## src/rtl/timer_dev_pkg.sv

```systemverilog
// ----------------------------------------------------------------------------
// timer_dev_pkg
//   Shared constants and helpers for the memory-mapped countdown timer:
//   - bus word addresses (Addr = bus byte address [3:2])
//   - CTRL field positions and mode encodings
//   - bus write-enable level
//   - 2-bit FSM state encodings
//   - packed CTRL register type with pack/unpack helpers
// ----------------------------------------------------------------------------
package timer_dev_pkg;

  // Register word select
  localparam logic [1:0] TMR_ADDR_CTRL   = 2'b00;
  localparam logic [1:0] TMR_ADDR_PRESET = 2'b01;
  localparam logic [1:0] TMR_ADDR_COUNT  = 2'b10;
  localparam logic [1:0] TMR_ADDR_RSVD   = 2'b11;

  // CTRL[2:1] mode encodings; 1x behaves as one-shot
  localparam logic [1:0] TMR_MODE_ONESHOT = 2'b00;
  localparam logic [1:0] TMR_MODE_RELOAD  = 2'b01;

  // CTRL bit positions
  localparam int CTRL_EN_BIT   = 0;
  localparam int CTRL_MODE_LSB = 1;
  localparam int CTRL_MODE_MSB = 2;
  localparam int CTRL_IM_BIT   = 3;

  // Bus write strobe level
  localparam logic WR_EN = 1'b1;

  // FSM state encodings
  localparam logic [1:0] TMR_IDLE = 2'b00;
  localparam logic [1:0] TMR_LOAD = 2'b01;
  localparam logic [1:0] TMR_CNT  = 2'b10;
  localparam logic [1:0] TMR_INT  = 2'b11;

  // CTRL register contents (only the four implemented bits are stored)
  typedef struct packed {
    logic       im;
    logic [1:0] mode;
    logic       enable;
  } ctrl_t;

  // Unpack the implemented CTRL bits from a bus write
  function automatic ctrl_t ctrl_from_bits(input logic [3:0] b);
    ctrl_t c;
    c.enable = b[CTRL_EN_BIT];
    c.mode   = b[CTRL_MODE_MSB:CTRL_MODE_LSB];
    c.im     = b[CTRL_IM_BIT];
    return c;
  endfunction

  // Pack CTRL into a 32-bit read word; unimplemented bits read as 0
  function automatic logic [31:0] ctrl_to_word(input ctrl_t c);
    logic [31:0] w;
    w = '0;
    w[CTRL_EN_BIT]                 = c.enable;
    w[CTRL_MODE_MSB:CTRL_MODE_LSB] = c.mode;
    w[CTRL_IM_BIT]                 = c.im;
    return w;
  endfunction

  // Collapse the mode field to the two behaviours the timer implements
  function automatic logic [1:0] mode_effective(input logic [1:0] m);
    return (m == TMR_MODE_RELOAD) ? TMR_MODE_RELOAD : TMR_MODE_ONESHOT;
  endfunction

endpackage

```

## src/rtl/timer_dev.sv

```systemverilog
// ----------------------------------------------------------------------------
// timer_dev
//   Memory-mapped countdown timer acting as a CP0 HWInt interrupt source.
//   One-shot or auto-reload operation, maskable IRQ that is sticky in one-shot
//   mode and a single-cycle pulse in auto-reload mode.
//
// Parameters
//   WIDTH  Width of PRESET and COUNT (2..32). Upper read bits return 0.
//
// Ports
//   clk    in   1   system clock, all state changes on the rising edge
//   reset  in   1   asynchronous reset, active low
//   Addr   in   2   word select: 00 CTRL, 01 PRESET, 10 COUNT, 11 reserved
//   Wen    in   1   write enable, sampled on the rising edge
//   Din    in   32  write data
//   DOut   out  32  combinational read of the register selected by Addr
//   IRQ    out  1   interrupt request = irq_pending & CTRL.IM
// ----------------------------------------------------------------------------
module timer_dev
  import timer_dev_pkg::*;
#(
  parameter int WIDTH = 32
) (
  input  logic        clk,
  input  logic        reset,
  input  logic [1:0]  Addr,
  input  logic        Wen,
  input  logic [31:0] Din,
  output logic [31:0] DOut,
  output logic        IRQ
);

  localparam logic [WIDTH-1:0] COUNT_ONE = WIDTH'(1);

  ctrl_t            ctrl_reg, ctrl_next;
  logic [WIDTH-1:0] preset_reg, preset_next;
  logic [WIDTH-1:0] count_reg, count_next;
  logic [1:0]       state_reg, state_next;
  logic             irq_pending_reg, irq_pending_next;
  logic             irq_set;

  logic wr_ctrl;
  logic wr_preset;

  // COUNT and the reserved word are not writable, so only two strobes exist
  assign wr_ctrl   = (Wen == WR_EN) && (Addr == TMR_ADDR_CTRL);
  assign wr_preset = (Wen == WR_EN) && (Addr == TMR_ADDR_PRESET);

  // --------------------------------------------------------------------------
  // Next-state logic. The FSM acts on the registered CTRL/PRESET values, so a
  // bus write is seen by the FSM one edge later. Bus writes are applied last
  // so that a CTRL write overrides the one-shot Enable clear in INT.
  // --------------------------------------------------------------------------
  always_comb begin
    state_next       = state_reg;
    ctrl_next        = ctrl_reg;
    preset_next      = preset_reg;
    count_next       = count_reg;
    irq_pending_next = irq_pending_reg;
    irq_set          = 1'b0;

    case (state_reg)
      TMR_IDLE: begin
        if (ctrl_reg.enable) begin
          state_next = TMR_LOAD;
        end
      end

      TMR_LOAD: begin
        // Disabling before the load happens abandons it entirely
        if (!ctrl_reg.enable) begin
          state_next = TMR_IDLE;
        end else begin
          count_next = preset_reg;
          state_next = TMR_CNT;
        end
      end

      TMR_CNT: begin
        if (!ctrl_reg.enable) begin
          state_next = TMR_IDLE;
        end else if (count_reg > COUNT_ONE) begin
          count_next = count_reg - COUNT_ONE;
        end else begin
          // Reaching 1 (or a loaded 0) expires; COUNT saturates at 0
          count_next = '0;
          irq_set    = 1'b1;
          state_next = TMR_INT;
        end
      end

      TMR_INT: begin
        if (mode_effective(ctrl_reg.mode) == TMR_MODE_RELOAD) begin
          // Pending lasts only the INT cycle, giving a one-cycle IRQ pulse
          irq_pending_next = 1'b0;
          state_next       = TMR_LOAD;
        end else begin
          ctrl_next.enable = 1'b0;
          state_next       = TMR_IDLE;
        end
      end

      default: begin
        state_next = TMR_IDLE;
      end
    endcase

    // An expiry on the same edge as a clearing write keeps the request
    if (irq_set) begin
      irq_pending_next = 1'b1;
    end else if (wr_ctrl || wr_preset) begin
      irq_pending_next = 1'b0;
    end

    if (wr_ctrl) begin
      ctrl_next = ctrl_from_bits(Din[3:0]);
    end

    // A new PRESET never disturbs a running count; it is used at the next LOAD
    if (wr_preset) begin
      preset_next = Din[WIDTH-1:0];
    end
  end

  // --------------------------------------------------------------------------
  // State registers
  // --------------------------------------------------------------------------
  always_ff @(posedge clk or negedge reset) begin
    if (!reset) begin
      ctrl_reg        <= '0;
      preset_reg      <= '0;
      count_reg       <= '0;
      state_reg       <= TMR_IDLE;
      irq_pending_reg <= 1'b0;
    end else begin
      ctrl_reg        <= ctrl_next;
      preset_reg      <= preset_next;
      count_reg       <= count_next;
      state_reg       <= state_next;
      irq_pending_reg <= irq_pending_next;
    end
  end

  // --------------------------------------------------------------------------
  // Bus read and interrupt output
  // --------------------------------------------------------------------------
  always_comb begin
    DOut = '0;
    case (Addr)
      TMR_ADDR_CTRL:   DOut = ctrl_to_word(ctrl_reg);
      TMR_ADDR_PRESET: DOut[WIDTH-1:0] = preset_reg;
      TMR_ADDR_COUNT:  DOut[WIDTH-1:0] = count_reg;
      TMR_ADDR_RSVD:   DOut = '0;
      default:         DOut = '0;
    endcase
  end

  assign IRQ = irq_pending_reg & ctrl_reg.im;

endmodule
```

## config.mk

```make
export PLATFORM = sky130hd
export DESIGN_NAME = timer_dev
export DESIGN_NICKNAME = d
export VERILOG_FILES = /design/src/rtl/timer_dev_pkg.sv /design/src/rtl/timer_dev.sv
export SDC_FILE = /design/constraint.sdc
export NUM_CORES = 1
export LEC_CHECK = 0
export ABC_AREA = 1
export BUFFER_PORTS_ARGS = -buffer_cell sky130_fd_sc_hd__buf_2
export CAP_MARGIN = 20
export CORE_UTILIZATION = 57
export DETAILED_ROUTE_END_ITERATION = 6
export PLACE_DENSITY = 0.78
export SYNTH_ARGS = -nofsm -noshare
export SYNTH_HDL_FRONTEND = slang
export SYNTH_SLANG_ARGS = --single-unit
```

## constraint.sdc

```tcl
create_clock -name clk -period 2.3 [get_ports clk]
set_input_delay 0.23 -clock clk [delete_from_list [all_inputs] [get_ports clk]]
set_output_delay 0.23 -clock clk [all_outputs]
set_load 0.01 [all_outputs]
```

==> summary.txt, run 1 <==
clk buf depth: 2
crit path cell chain: inv_1 > ha_1 > nand2_4 > nor2_8 > nor2_4 > nor2_4 > nor2_8 > buf_4 > nand3_2 > a21oi_1
Initial DRT Pass Iterations: 5
Hold Crit Endpoint: preset_reg[16]
max layer used: met4
GRT Residual Overflow: 0
# Post-CTS Setup Buffers: 0
Hold Crit Start: Din[16]
Total Power: 5.164 mW
GRT Total Usage: 28.64%
critical path's slowest cell: dfrtp_1
Die W: 90.29 µm
Worst path max stage delay: 0.39 ns
worst slew pin tran: 0.8588 ns
Iter 0 DRT Violations: 244
clock root cell: clkbuf_8
Remaining DRCs: 0
Syn. warnings: 0
TritonCTS Buffers: 9
VDD IR max: 0.4673 mV
Ports: 70
clock latency on the worst-skew pair: 0.36 ns
gpl congestion: 0.9171
Reg clk slew, reported paths: 0.08 ns
Port Buffers: 69
Via-to-Cell Ratio: 5.462
Seq/Total Area, Yosys: 39.99%
skew final: 0.009686 ns
Place WS: 0.3185 ns
nets: 670
main flop type after synthesis: dfrtp_1
Final setup viols: 0
Post-synth EDFFs: 0
r2r endpoint: count_reg[30]
largest net degree at the start of global routing: 34
setup TNS: 0 ns
RSZ-0062 raised after global routing: no
die area: 8151 µm²
Worst setup SP type: flop
Post-synth ARST share: 100.0%
DRT antenna net count: 0
first-pass GRT wire length: 18,700 µm
synthesized flop and latch total: 71
final hold vios: 0
most frequent cells in the layout: 109 x nand2_1, 82 x nor2_1, 71 x dfrtp_1, 69 x buf_2, 54 x inv_1
non-filler instance count after layout: 732
FF/Latch Area: 1777 µm²
DP HPWL: 7749 µm
Syn Area/Cell: 7.906 µm²
Max Cap Viol: 0
Worst Slack Setup Final: 0.2782 ns
CTS tree: done
CP required: 2.58 ns
status: completed
via count: 3,998
RR Startpoint: count_reg[0]
initial core utilization: 59.97%
Tightest Hold Check Type: input port to flop
share of the clock period used by the worst path: 87.90%
area of the core: 7408 µm²
P&R area growth vs syn: 13.86%
R2R depth: 10
commonest non-fill, non-tap cell in the layout: nand2_1
Slew Limit Fails: 0
layout cells sized above 1: 29.70%
# fillers: 640
Num Clock Sinks: 71
Hold Path Cell Cnt: 2
Metal-1 WL: 4890 µm
Slew headroom: 42.69%
WL/cell: 14.96 µm
H-tree Lvls: 3
reg2reg setup slack: 0.28 ns
PD cells: 1021 nW/µm²
crit path time final: 2.022 ns
Post-Synthesis Cells: 562
Mapped Nets: 601
Max Freq: 0.4946 GHz
CP Capture Type: flop
kind of critical path: flop to flop
Die Span Y: 90.29 µm
Mapped Area: 4443 µm²
wire length on met2: 5326 µm
Diodes inserted: 0
Leak Pwr: 2.338 nW
Placed Cells: 718
num rows: 31
antenna violations before repair: 0
critical path peak fanout: 21
vias in the first global route: 3,963
area of the multi-input gates: 2338 µm²
WP data arrival: 2.30 ns
WL final: 10,950 µm
Synth cell types: 31
met3 wire length: 557 µm
worst max-delay path by stage:
stage / start / to / slack [ns] / cells after the start
5_1_grt: count_reg[0] / count_reg[21] / 0.13 / 10
3_5_place_dp: count_reg[0] / count_reg[28] / 0.32 / 10
3_3_place_gp: count_reg[0] / count_reg[21] / 0.39 / 10
4_1_cts: count_reg[0] / count_reg[30] / 0.28 / 10
6_report: count_reg[0] / count_reg[30] / 0.28 / 10
2_1_floorplan: count_reg[0] / count_reg[17] / 0.60 / 10
metal layers:
| layer | global-route usage, % | up-vias |
|---|---|---|
| met5 | 0 | - |
| met4 | 9.677 | 0 |
| met3 | 4.882 | 17 |
| met2 | 47.90 | 120 |
| met1 | 37.73 | 1899 |
| li1 | - | 1962 |
per-stage QoR:
step           hold WS (ns)  utilization, %  cell area [µm²]
2_1_floorplan      -0.06559               -             4443
3_3_place_gp         0.2750           65.85             4878
3_5_place_dp         0.2781           65.85             4878
4_1_cts              0.1059           68.28             5059
5_1_grt              0.1093           68.28             5059
6_report            0.09934           68.28             5059
cell usage after synthesis, types with 2 or more instances:
library cell	number	area, µm²
nand4_1	3	18.77
nand2_4	2	22.52
dfrtp_1	71	1777
a21oi_1	44	220.2
nor2_4	4	45.04
nand3_2	23	230.2
o211ai_1	4	30.03
buf_2	4	20.02
xor2_1	5	43.79
a21oi_2	20	175.2
nand2_2	6	37.54
nor2_1	82	307.8
nand2_1	109	409.1
nand3_1	19	95.09
clkbuf_1	14	52.55
o21ai_0	45	225.2
nor2_2	9	56.30
buf_8	2	30.03
inv_1	54	202.7
mux2_2	28	315.3
ha_1	2	25.02
inv_2	2	7.510
nor2_8	2	40.04
area by class of cell:
class | instances | share of cell area [%]
Tap cell | 99 | 2.449
Timing Repair Buffer | 79 | 8.607
Clock inverter | 1 | 0.09894
Multi-Input combinational cell | 413 | 46.23
Inverter | 57 | 4.230
Sequential cell | 71 | 35.12
Clock buffer | 12 | 3.265
repair_timing:
action | CTS | global route
hold endpoints to repair | 25 | 0
resized for setup | 0 | 0
hold buffers | 1 | 0
report_power, final:
part	switching [mW]	internal (mW)
clock	0.463	0.461
sequential	0.532	1.67
combinational	1.28	0.765
logic make-up (layout without fill, tap and decap cells):
family          count (synthesis)  after routing  share of synthesized area (%)
xor+xnor                        5              5                         0.9856
simple gates                  260            260                          28.53
fa+ha+maj                       2              2                         0.5631
compound gates                118            118                          15.46
buf+inv                        78            149                          7.378
mux                            28             28                          7.097
flops                          71             71                          39.99
worst max-delay path: cells and delay by family (launching register included):
kind | cells | cell delay [ns]
buf+inv | 2 | 0.35
flops | 1 | 0.39
compound gates | 1 | 0.13
fa+ha+maj | 1 | 0.30
simple gates | 6 | 0.77
Note: power is estimated with default switching activity, not from simulation.
==> run 2, diff against run 1 <==
Settings changed: REMOVE_ABC_BUFFERS set to 1.
==> run 2 against run 1 <==
Effect of this change: total power fell by 0.60%; largest power group unchanged; via count rose by 1.4%; critical endpoint is now count_reg[7]; clock skew up 0.0016 ns.
==> summary.txt, run 2 (synthesized netlist as in run 1, its figures left out) <==
antenna violations before repair: 0
Num Clock Sinks: 71
DRT antenna net count: 0
PD cells: 1015 nW/µm²
CTS tree: done
Slew headroom: 37.50%
TritonCTS Buffers: 9
Die W: 90.29 µm
commonest non-fill, non-tap cell in the layout: nand2_1
nets: 667
Remaining DRCs: 0
status: completed
gpl congestion: 0.9110
Iter 0 DRT Violations: 246
initial core utilization: 59.97%
skew final: 0.01127 ns
Leak Pwr: 2.326 nW
Slew Limit Fails: 0
Via-to-Cell Ratio: 5.537
# fillers: 638
clk buf depth: 2
vias in the first global route: 3,915
final hold vios: 0
layout cells sized above 1: 29.38%
DP HPWL: 7412 µm
Final Core Density: 68.23%
Ports: 70
area of the core: 7408 µm²
H-tree Lvls: 3
Diodes inserted: 0
Final setup viols: 0
Placed Cells: 715
largest net degree at the start of global routing: 46
RSZ-0062 raised after global routing: no
die area: 8151 µm²
GRT Total Usage: 28.24%
critical path peak fanout: 32
WP data arrival: 2.37 ns
Hold WS: 0.1071 ns
CP Capture Type: flop
num rows: 31
via count: 4,053
Reg clk slew, reported paths: 0.08 ns
first-pass GRT wire length: 18,450 µm
VDD IR max: 0.4770 mV
share of the clock period used by the worst path: 91.36%
routing usage on met3: 3.451%
GRT Residual Overflow: 0
met1 Use GR: 38.47%
WL final: 10,880 µm
Top Usage Layer GRT: met2
WL/cell: 14.86 µm
most frequent cells in the layout: 109 x nand2_1, 82 x nor2_1, 71 x dfrtp_1, 69 x buf_2, 54 x inv_1
grt met2 use: 45.80%
Tightest Hold Check Type: input port to flop
P&R area growth vs syn: 13.77%
Max Freq: 0.4759 GHz
worst slew pin tran: 0.9365 ns
clock latency on the worst-skew pair: 0.35 ns
Port Buffers: 69
crit path time final: 2.101 ns
kind of critical path: flop to flop
Die Span Y: 90.29 µm
Initial DRT Pass Iterations: 5
clock root cell: clkbuf_8
non-filler instance count after layout: 732
CP required: 2.57 ns
Worst setup SP type: flop
Max Cap Viol: 0
## run 2: what timing repair did
item / CTS / global route
setup endpoints to repair: 0 / 0
buffers inserted: 0 / 0
gates resized for setup: 0 / 0
hold endpoints to repair: 26 / 0
hold buffers: 1 / 0
## run 2: power by group
part / leakage, nW / total, mW / internal, mW / switching, mW
clock network: 0.0894 / 0.917 / 0.448 / 0.469
logic: 1.39 / 2.02 / 0.757 / 1.26
registers: 0.842 / 2.20 / 1.67 / 0.529
total: 2.33 / 5.13 / 2.87 / 2.26
## run 2: layout make-up
class / instances / area [µm²] / area share, %
clock buffers: 13 / 158.9 / 3.144
clock inverters: 3 / 17.52 / 0.3465
inverters: 57 / 214.0 / 4.233
multi-input cells: 413 / 2338 / 46.26
flip-flops and latches: 71 / 1777 / 35.15
well taps: 99 / 123.9 / 2.450
repair buffers: 76 / 425.4 / 8.416
## run 2: final timing paths
check / endpoint / start / cells past startpoint / slack (ns)
min in group asynchronous: preset_reg[2] / reset / 2 / 0.44
max: count_reg[7] / count_reg[0] / 9 / 0.20
max in group asynchronous: count_reg[14] / reset / 3 / 1.17
min: preset_reg[5] / Din[5] / 2 / 0.11
min reg2reg: preset_reg[13] / preset_reg[13] / 1 / 0.53
max reg2reg: count_reg[7] / count_reg[0] / 9 / 0.20
## run 2: worst max-delay path, cell delays in order (launching register included)
cell     delay [ns]
dfrtp_1        0.39
inv_1          0.11
ha_1           0.30
nand2_4        0.13
nor2_8         0.07
nor2_4         0.14
nor2_4         0.07
nor2_8         0.48
o21ai_0        0.19
a21oi_1        0.15
## run 2: per-layer routing
metal	vias to the layer above	routed length [µm]
met1	1951	5030
met2	122	5138
met3	17	559
met5	-	0
li1	1963	-
met4	0	153
## run 2: metrics by stage
stage / cell area [µm²] / setup slack (ns) / TNS, ns / total power, mW
floorplan: 4329 / -0.04401 / -1.015 / 3.561
global placement: 4868 / 0.2894 / 0 / 4.100
detailed placement: 4868 / 0.2123 / 0 / 4.209
CTS: 5055 / 0.2031 / 0 / 5.134
global route: 5055 / 0.004595 / 0 / 5.513
finish: 5055 / 0.1987 / 0 / 5.133
==> run 3, diff against run 2 <==
==> constraint.sdc (replaced) <==
create_clock -name clk -period 2.3 [get_ports clk]
set_input_delay 0.46 -clock clk [delete_from_list [all_inputs] [get_ports clk]]
set_output_delay 0.46 -clock clk [all_outputs]
set_load 0.01 [all_outputs]
==> run 3 against run 2 <==
Effect of this change: cell count up 0.41%; largest cell class unchanged; sequential cell count unchanged; sequential share of layout area down 0.22 points; register-to-register slack better by 0.02 ns; non-clock buffer count up 3; final area up 0.64%; worst setup slack better by 0.018 ns.
==> summary.txt, run 3 (synthesized netlist as in run 1, its figures left out) <==
status: completed
area of the core: 7408 µm²
Die W: 90.29 µm
gpl congestion: 0.8775
CTS tree: done
non-filler instance count after layout: 735
post-cts hold buffer count: 0
Port Buffers: 69
Final setup viols: 0
skew final: 0.01483 ns
Max Freq: 0.4799 GHz
TritonCTS Buffers: 9
GRT Total Usage: 28.08%
Tightest Hold Check Type: input port to asynchronous set/reset pin
r2r endpoint: count_reg[7]
Worst setup SP type: flop
num rows: 31
Diodes inserted: 0
DRT antenna net count: 0
Num Clock Sinks: 71
clock latency on the worst-skew pair: 0.37 ns
FF/Latch Area: 1777 µm²
reg2reg setup slack: 0.22 ns
final hold vios: 0
Hold WS: 0.09082 ns
first-pass GRT wire length: 18,330 µm
H-tree Lvls: 3
Die Span Y: 90.29 µm
post_cts resized: 0
Placed Cells: 719
WL/cell: 14.65 µm
area of the multi-input gates: 2338 µm²
layout cells sized above 1: 30.03%
Slew headroom: 56.22%
Initial DRT Pass Iterations: 5
Iter 0 DRT Violations: 255
setup TNS: 0 ns
CP required: 2.58 ns
R2R depth: 9
CP startpoint: count_reg[0]
Slew Limit Fails: 0
# fillers: 609
DP HPWL: 7410 µm
RR Startpoint: count_reg[0]
Post-DP Area: 4898 µm²
antenna violations before repair: 0
clock root cell: clkbuf_8
Via-to-Cell Ratio: 5.459
worst slew pin tran: 0.6557 ns
WP data arrival: 2.37 ns
die area: 8151 µm²
RSZ-0062 raised after global routing: no
P&R area growth vs syn: 14.50%
critical path peak fanout: 32
commonest non-fill, non-tap cell in the layout: nand2_1
largest net degree at the start of global routing: 72
CP Capture Type: flop
share of the clock period used by the worst path: 90.60%
vias in the first global route: 3,878
Ports: 70
crit path time final: 2.084 ns
most frequent cells in the layout: 109 x nand2_1, 82 x nor2_1, 71 x dfrtp_1, 69 x buf_2, 54 x inv_1
VDD IR max: 0.5063 mV
Total Power: 5.217 mW
final instance area: 5087 µm²
Reg clk slew, reported paths: 0.09 ns
# Post-CTS Setup Buffers: 0
clk buf depth: 2
GRT Residual Overflow: 0
via count: 4,012
WL final: 10,770 µm
Remaining DRCs: 0
Leak Pwr: 2.344 nW
kind of critical path: flop to flop
nets: 670
initial core utilization: 59.97%
Max Cap Viol: 0
PD cells: 1025 nW/µm²
[run 3: routing by layer]
layer  track usage [%]  vias to the layer above  routed length (µm)
li1                  -                     1966                   -
met1             39.55                     1895                4845
met5                 0                        -                   0
met4             11.42                        0                 183
met3             3.367                       16                 696
met2             44.15                      135                5042
[run 3: critical path, cell delays in order (launching register included)]
cell and delay, ns:
dfrtp_1 0.38, inv_1 0.11, ha_1 0.30, nand2_4 0.13, nor2_8 0.07, nor2_4 0.14
nor2_4 0.07, nor2_8 0.47, o21ai_0 0.18, a21oi_1 0.17
[run 3: cell type report]
type	count	share of cell area, %
multi-input cells	413	45.97
flip-flops and latches	71	34.92
well taps	99	2.435
clock inverters	6	1.205
inverters	57	4.206
clock buffers	10	2.509
repair buffers	79	8.756
[run 3: worst max path at each step]
stage,end,cells past startpoint
6_report,count_reg[7],9
5_1_grt,count_reg[7],9
3_5_place_dp,count_reg[7],9
4_1_cts,count_reg[7],9
2_1_floorplan,count_reg[10],5
3_3_place_gp,count_reg[8],9
[run 3: power by group]
| group | switching, mW | total, mW | internal [mW] |
|---|---|---|---|
| Sequential | 0.512 | 2.18 | 1.67 |
| Clock | 0.499 | 0.997 | 0.497 |
| Combinational | 1.27 | 2.04 | 0.770 |
| Total | 2.28 | 5.22 | 2.93 |
[run 3: per-stage QoR]
stage,util (%),setup slack [ns]
after floorplan,-,-0.04401
after global placement,66.12,0.2961
after detailed placement,66.12,0.1926
after CTS,68.67,0.1962
final,68.67,0.2162
after global routing,68.67,0.02351
